## src/rtl/banco_pkg.sv

```systemverilog
`default_nettype none
// ----------------------------------------------------------------------------
// banco_pkg : shared constants and read-port record for the banco register file
// Rev 1.0
// ----------------------------------------------------------------------------
package banco_pkg;

  localparam int BANCO_M = 8;
  localparam int BANCO_N = 4;

  typedef struct packed {
    logic [BANCO_M-1:0] data;
    logic               vld;
  } banco_rd_t;

endpackage
`default_nettype wire

```

## src/rtl/banco_rdport.sv

```systemverilog
`default_nettype none
// ----------------------------------------------------------------------------
// banco_rdport : registered read port (mux, write-collision bypass, rv strobe)
// Optional feature macro: BANCO_BYPASS_EN (write-first collisions). Rev 1.0
// ----------------------------------------------------------------------------
module banco_rdport
  import banco_pkg::*;
#(
  parameter int M        = BANCO_M,
  parameter int N        = BANCO_N,
  parameter int ZERO_REG = 0
) (
  input  logic           clk,
  input  logic           rst,
  input  logic           ren,
  input  logic [N-1:0]   addr,
  input  logic [M-1:0]   mem [2**N],
  input  logic [2**N-1:0] valid,
  input  logic           wrt,
  input  logic [N-1:0]   waddr,
  input  logic [M-1:0]   wdata,
  output logic [M-1:0]   rd_data,
  output logic           rd_vld,
  output logic           rv
);

  logic [M-1:0] next_data;
  logic         next_vld;
  logic         zero_hit;

  assign zero_hit = (ZERO_REG != 0) && (addr == '0);

  // zero_hit is checked first so a hardwired register 0 never bypasses
  always_comb begin
    next_data = mem[addr];
    next_vld  = valid[addr];
    if (zero_hit) begin
      next_data = '0;
      next_vld  = 1'b1;
    end
`ifdef BANCO_BYPASS_EN
    else if (wrt && (waddr == addr)) begin
      next_data = wdata;
      next_vld  = 1'b1;
    end
`endif
  end

`ifndef BANCO_BYPASS_EN
  logic unused_bypass;
  assign unused_bypass = ^{wrt, waddr, wdata};
`endif

  always_ff @(posedge clk) begin
    if (rst) begin
      rd_data <= '0;
      rd_vld  <= 1'b0;
      rv      <= 1'b0;
    end else begin
      rv <= ren;
      if (ren) begin
        rd_data <= next_data;
        rd_vld  <= next_vld;
      end
    end
  end

endmodule
`default_nettype wire

```

## src/rtl/banco_pipe.sv

```systemverilog
`default_nettype none
// ----------------------------------------------------------------------------
// banco_pipe : 1W/2R register file with registered reads and per-entry valid
// Optional feature macro: BANCO_BYPASS_EN (write-first collisions). Rev 1.0
// ----------------------------------------------------------------------------
module banco_pipe
  import banco_pkg::*;
#(
  parameter int M        = BANCO_M,
  parameter int N        = BANCO_N,
  parameter int ZERO_REG = 0
) (
  input  logic         clk,
  input  logic         rst,
  input  logic         wrt,
  input  logic [N-1:0] waddr,
  input  logic [M-1:0] Min,
  input  logic         ren1,
  input  logic         ren2,
  input  logic [N-1:0] addr1,
  input  logic [N-1:0] addr2,
  output logic [M-1:0] Mout1,
  output logic [M-1:0] Mout2,
  output logic         rv1,
  output logic         rv2,
  output logic         vld1,
  output logic         vld2
);

  localparam int DEPTH = 2**N;

  logic [M-1:0]     mem [DEPTH];
  logic [DEPTH-1:0] valid;
  logic             write_ok;

  assign write_ok = wrt && !((ZERO_REG != 0) && (waddr == '0));

  always_ff @(posedge clk) begin
    if (rst) begin
      for (int i = 0; i < DEPTH; i++) begin
        mem[i] <= '0;
      end
      valid <= '0;
    end else if (write_ok) begin
      mem[waddr]   <= Min;
      valid[waddr] <= 1'b1;
    end
  end

  banco_rdport #(.M(M), .N(N), .ZERO_REG(ZERO_REG)) u_rd1 (
    .clk     (clk),
    .rst     (rst),
    .ren     (ren1),
    .addr    (addr1),
    .mem     (mem),
    .valid   (valid),
    .wrt     (wrt),
    .waddr   (waddr),
    .wdata   (Min),
    .rd_data (Mout1),
    .rd_vld  (vld1),
    .rv      (rv1)
  );

  banco_rdport #(.M(M), .N(N), .ZERO_REG(ZERO_REG)) u_rd2 (
    .clk     (clk),
    .rst     (rst),
    .ren     (ren2),
    .addr    (addr2),
    .mem     (mem),
    .valid   (valid),
    .wrt     (wrt),
    .waddr   (waddr),
    .wdata   (Min),
    .rd_data (Mout2),
    .rd_vld  (vld2),
    .rv      (rv2)
  );

endmodule
`default_nettype wire

```

## config.mk

```make
export PLATFORM = sky130hd
export DESIGN_NAME = banco_pipe
export DESIGN_NICKNAME = d
export VERILOG_FILES = /design/src/rtl/banco_pkg.sv /design/src/rtl/banco_rdport.sv /design/src/rtl/banco_pipe.sv
export SDC_FILE = /design/constraint.sdc
export NUM_CORES = 1
export LEC_CHECK = 0
export ABC_CLOCK_PERIOD_IN_PS = 2600
export CAP_MARGIN = 0
export CELL_PAD_IN_SITES_DETAIL_PLACEMENT = 0
export CELL_PAD_IN_SITES_GLOBAL_PLACEMENT = 1
export CORE_MARGIN = 3
export CORE_UTILIZATION = 45
export DETAILED_ROUTE_END_ITERATION = 10
export GPL_TIMING_DRIVEN = 0
export PLACE_DENSITY = 0.8
export SLEW_MARGIN = 25
export SYNTH_ARGS = -nofsm -noshare
export SYNTH_HDL_FRONTEND = slang
export SYNTH_HIERARCHICAL = 1
export SYNTH_SLANG_ARGS = --single-unit
```

## constraint.sdc

```tcl
create_clock -name clk -period 2.6 [get_ports clk]
set_clock_uncertainty 0.2 [all_clocks]
set_input_delay 0.52 -clock clk [delete_from_list [all_inputs] [get_ports clk]]
set_output_delay 0.52 -clock clk [all_outputs]
set_load 0.01 [all_outputs]
```

==> flow_summary.yaml <==
timing:
  final_hold_viol_count: 0
  fin_crit_sh: 0.957
  timing.final.crit_period_ps: 2490
  finalMaxSlewViolations: 0
  tightestPinTransition_ps: 739
  rsz0062_at_grt: "false"
  fmaxAchievable_mhz: 402
  slew_headroom: 0.506
  setup_viol: 0
status:
  outcome: "finished clean"
logic_synthesis:
  synth.area.top_cells: "dfxtp_1 38%, mux2i_1 31%, nand2b_1 9.7%"
  syn_avg_cell_area_um2: 9.91
  yosys_warnings: 6
  synth.net_count: 907
  synthCells: 882
  netlist_area_um2: 8740
  synth.yosys.seq_area_share: 0.376
  synth_area_leader_cell: "dfxtp_1"
  yosys.cell_types.count: 24
  yosys_register_bits: 164
  synth_largest_type_area_fraction: 0.376
route:
  vias: 6848
  first_pass_drt_iterations: 8
  drt-total-wl_mm: 28.5
  wire_per_inst_um: 23.4
  routed.top_layer: "met4"
  post_drt_via_cell_ratio: 5.63
  final_antenna_net_count: 0
  post_route_drc: 0
  met3RoutedLength_mm: 1.96
  routedLengthMet1_mm: 12.6
  dr.first_iter.drc_count: 469
  wl_met2_mm: 12.8
power_and_ir_drop:
  lkg_pwr_nw: 4.66
  cellPowerDensity_nw_per_um2: 570
  total_power_mw: 5.73
  peakVddDrop_mv: 0.435
clocking:
  cts_root_buffer: "clkbuf_16"
  clock_path_buffers: 2
  cts_inserted_buffers: 17
  clock_latency_ps: 430
  holdBufCountCts: 0
  clkTransAtPathRegs_ps: 70
  tritoncts_num_sinks: 164
  resized_cells_post_cts: 0
  tritoncts: "done"
  number_of_h_tree_branching_levels: 4
  postCtsSetupBuffers: 0
setup_path:
  worstSetupEndpointType: "flop"
  path_max_fanout: 10
  cp-startpoint: "rst"
  critPathRequiredTime_ps: 2710
  start_kind: "primary input"
  timing.rr.start: "mem[107]"
  critPathArrivalTime_ps: 2590
  critical_path_class: "in -> reg"
final_layout:
  mostFrequentLayoutCell: "mux2i_1"
  seqCellArea_um2: 3280
  combined_area_of_the_multi_input_logic_cells_um2: 4870
  layout.nets: 968
  proportion_of_layout_cells_with_a_drive_suffix_above_1: 0.110
  final_std_cell_area_no_fill_um2: 10000
  syn_to_final_growth_pct: 15.0
  fillers: 1777
  layout.cells.most_common_list: "272 x mux2i_1, 164 x dfxtp_1, 136 x nand2b_1"
worst_hold_path:
  worstHoldStart: "u_rd2/rd_data[0]"
  worst_hold_path_type: "reg -> reg"
floorplan:
  initial_utilization: 0.463
  core.rowCount: 50
  floorplan.die_area_um2: 21100
  dieWidth_um: 145
  design.core.area_um2: 18900
  io-pin-count: 45
  die_y_um: 145
global_routing:
  via_count_of_the_first_global_routing_pass: 6594
  grt_pass1_wl_mm: 41.8
  grt_max_degree: 17
  track_usage: 0.265
  global_route.overflow_total: 0
  antenna_found_initial: 0
placed_design:
  globalplace.congestion: 0.833
  io_buffer_count: 42
  hpwlAfterDp_mm: 19.5
  dpl-instance-area_um2: 9490
flow_run:
  max_cap_violations: 0
## where the power goes
part           switching [mW]  leakage (nW)  internal, mW
Sequential             0.0352          1.33          2.56
Clock                    1.06         0.266          1.34
Combinational           0.423          3.07         0.301
Total                    1.52          4.66          4.21
## registers in the layout, indices dropped and copies added (netlist names)
| signal | flops |
|---|---|
| u_rd2/rd_vld | 1 |
| u_rd1/rd_data | 8 |
| u_rd2/rv | 1 |
| u_rd1/rd_vld | 1 |
| valid | 16 |
| u_rd2/rd_data | 8 |
| u_rd1/rv | 1 |
| mem | 128 |
## routing by layer
layer	track usage	up-vias
li1	-	3212
met1	0.362	3298
met2	0.416	283
met3	0.0486	55
met4	0.109	0
met5	0	-
## Yosys cell counts (all sizes together)
cell type,number
nand3,58
clkbuf,19
and3,1
nor3b,1
nor2,17
dfxtp,164
nand2,48
and2,4
a21oi,34
nand2b,136
a22oi,54
nor2b,10
and3b,2
nand3b,2
mux2i,272
inv,4
buf,56
## stage by stage
stage	instances	util	hold slack (ps)	setup TNS [ps]	worst slack [ps]
after global routing	1216	0.532	286	0	10.1
after floorplan	882	-	237	0	988
after global placement	1184	0.502	238	-28230	-280
after CTS	1216	0.531	262	0	117
after detailed placement	1184	0.502	247	-32650	-337
final	1217	0.532	261	0	112
## logic make-up after synthesis
logic type,share of synthesized area
AO/OA/AOI/OAI,0.0659
multiplexers,0.312
buffers and inverters,0.0677
flip-flops,0.376
AND/OR/NAND/NOR,0.179
## worst paths after layout
check | endpoint | slack [ps] | cells past startpoint
setup reg to reg | u_rd2/rd_data[3] | 1200 | 4
hold reg to reg | u_rd2/rd_data[0] | 260 | 2
hold / removal | u_rd2/rd_data[0] | 260 | 2
setup / recovery | mem[16] | 110 | 6
## worst max-delay path, cell delays in order
cell and delay [ps]:
clkdlybuf4s50_1 610, clkbuf_2 330, buf_2 370, clkbuf_1 500, nand2b_1 190, mux2i_1 60
## final cells by class
class | instances | area share
diodes | 1 | 0.000249
plain buffers | 75 | 0.0575
clock buffers | 20 | 0.0445
clock inverters | 12 | 0.0107
inverters | 4 | 0.00149
multi-input cells | 639 | 0.485
flip-flops and latches | 164 | 0.327
well taps | 260 | 0.0324
repair buffers | 42 | 0.0418
(Power assumes the default switching activity.)
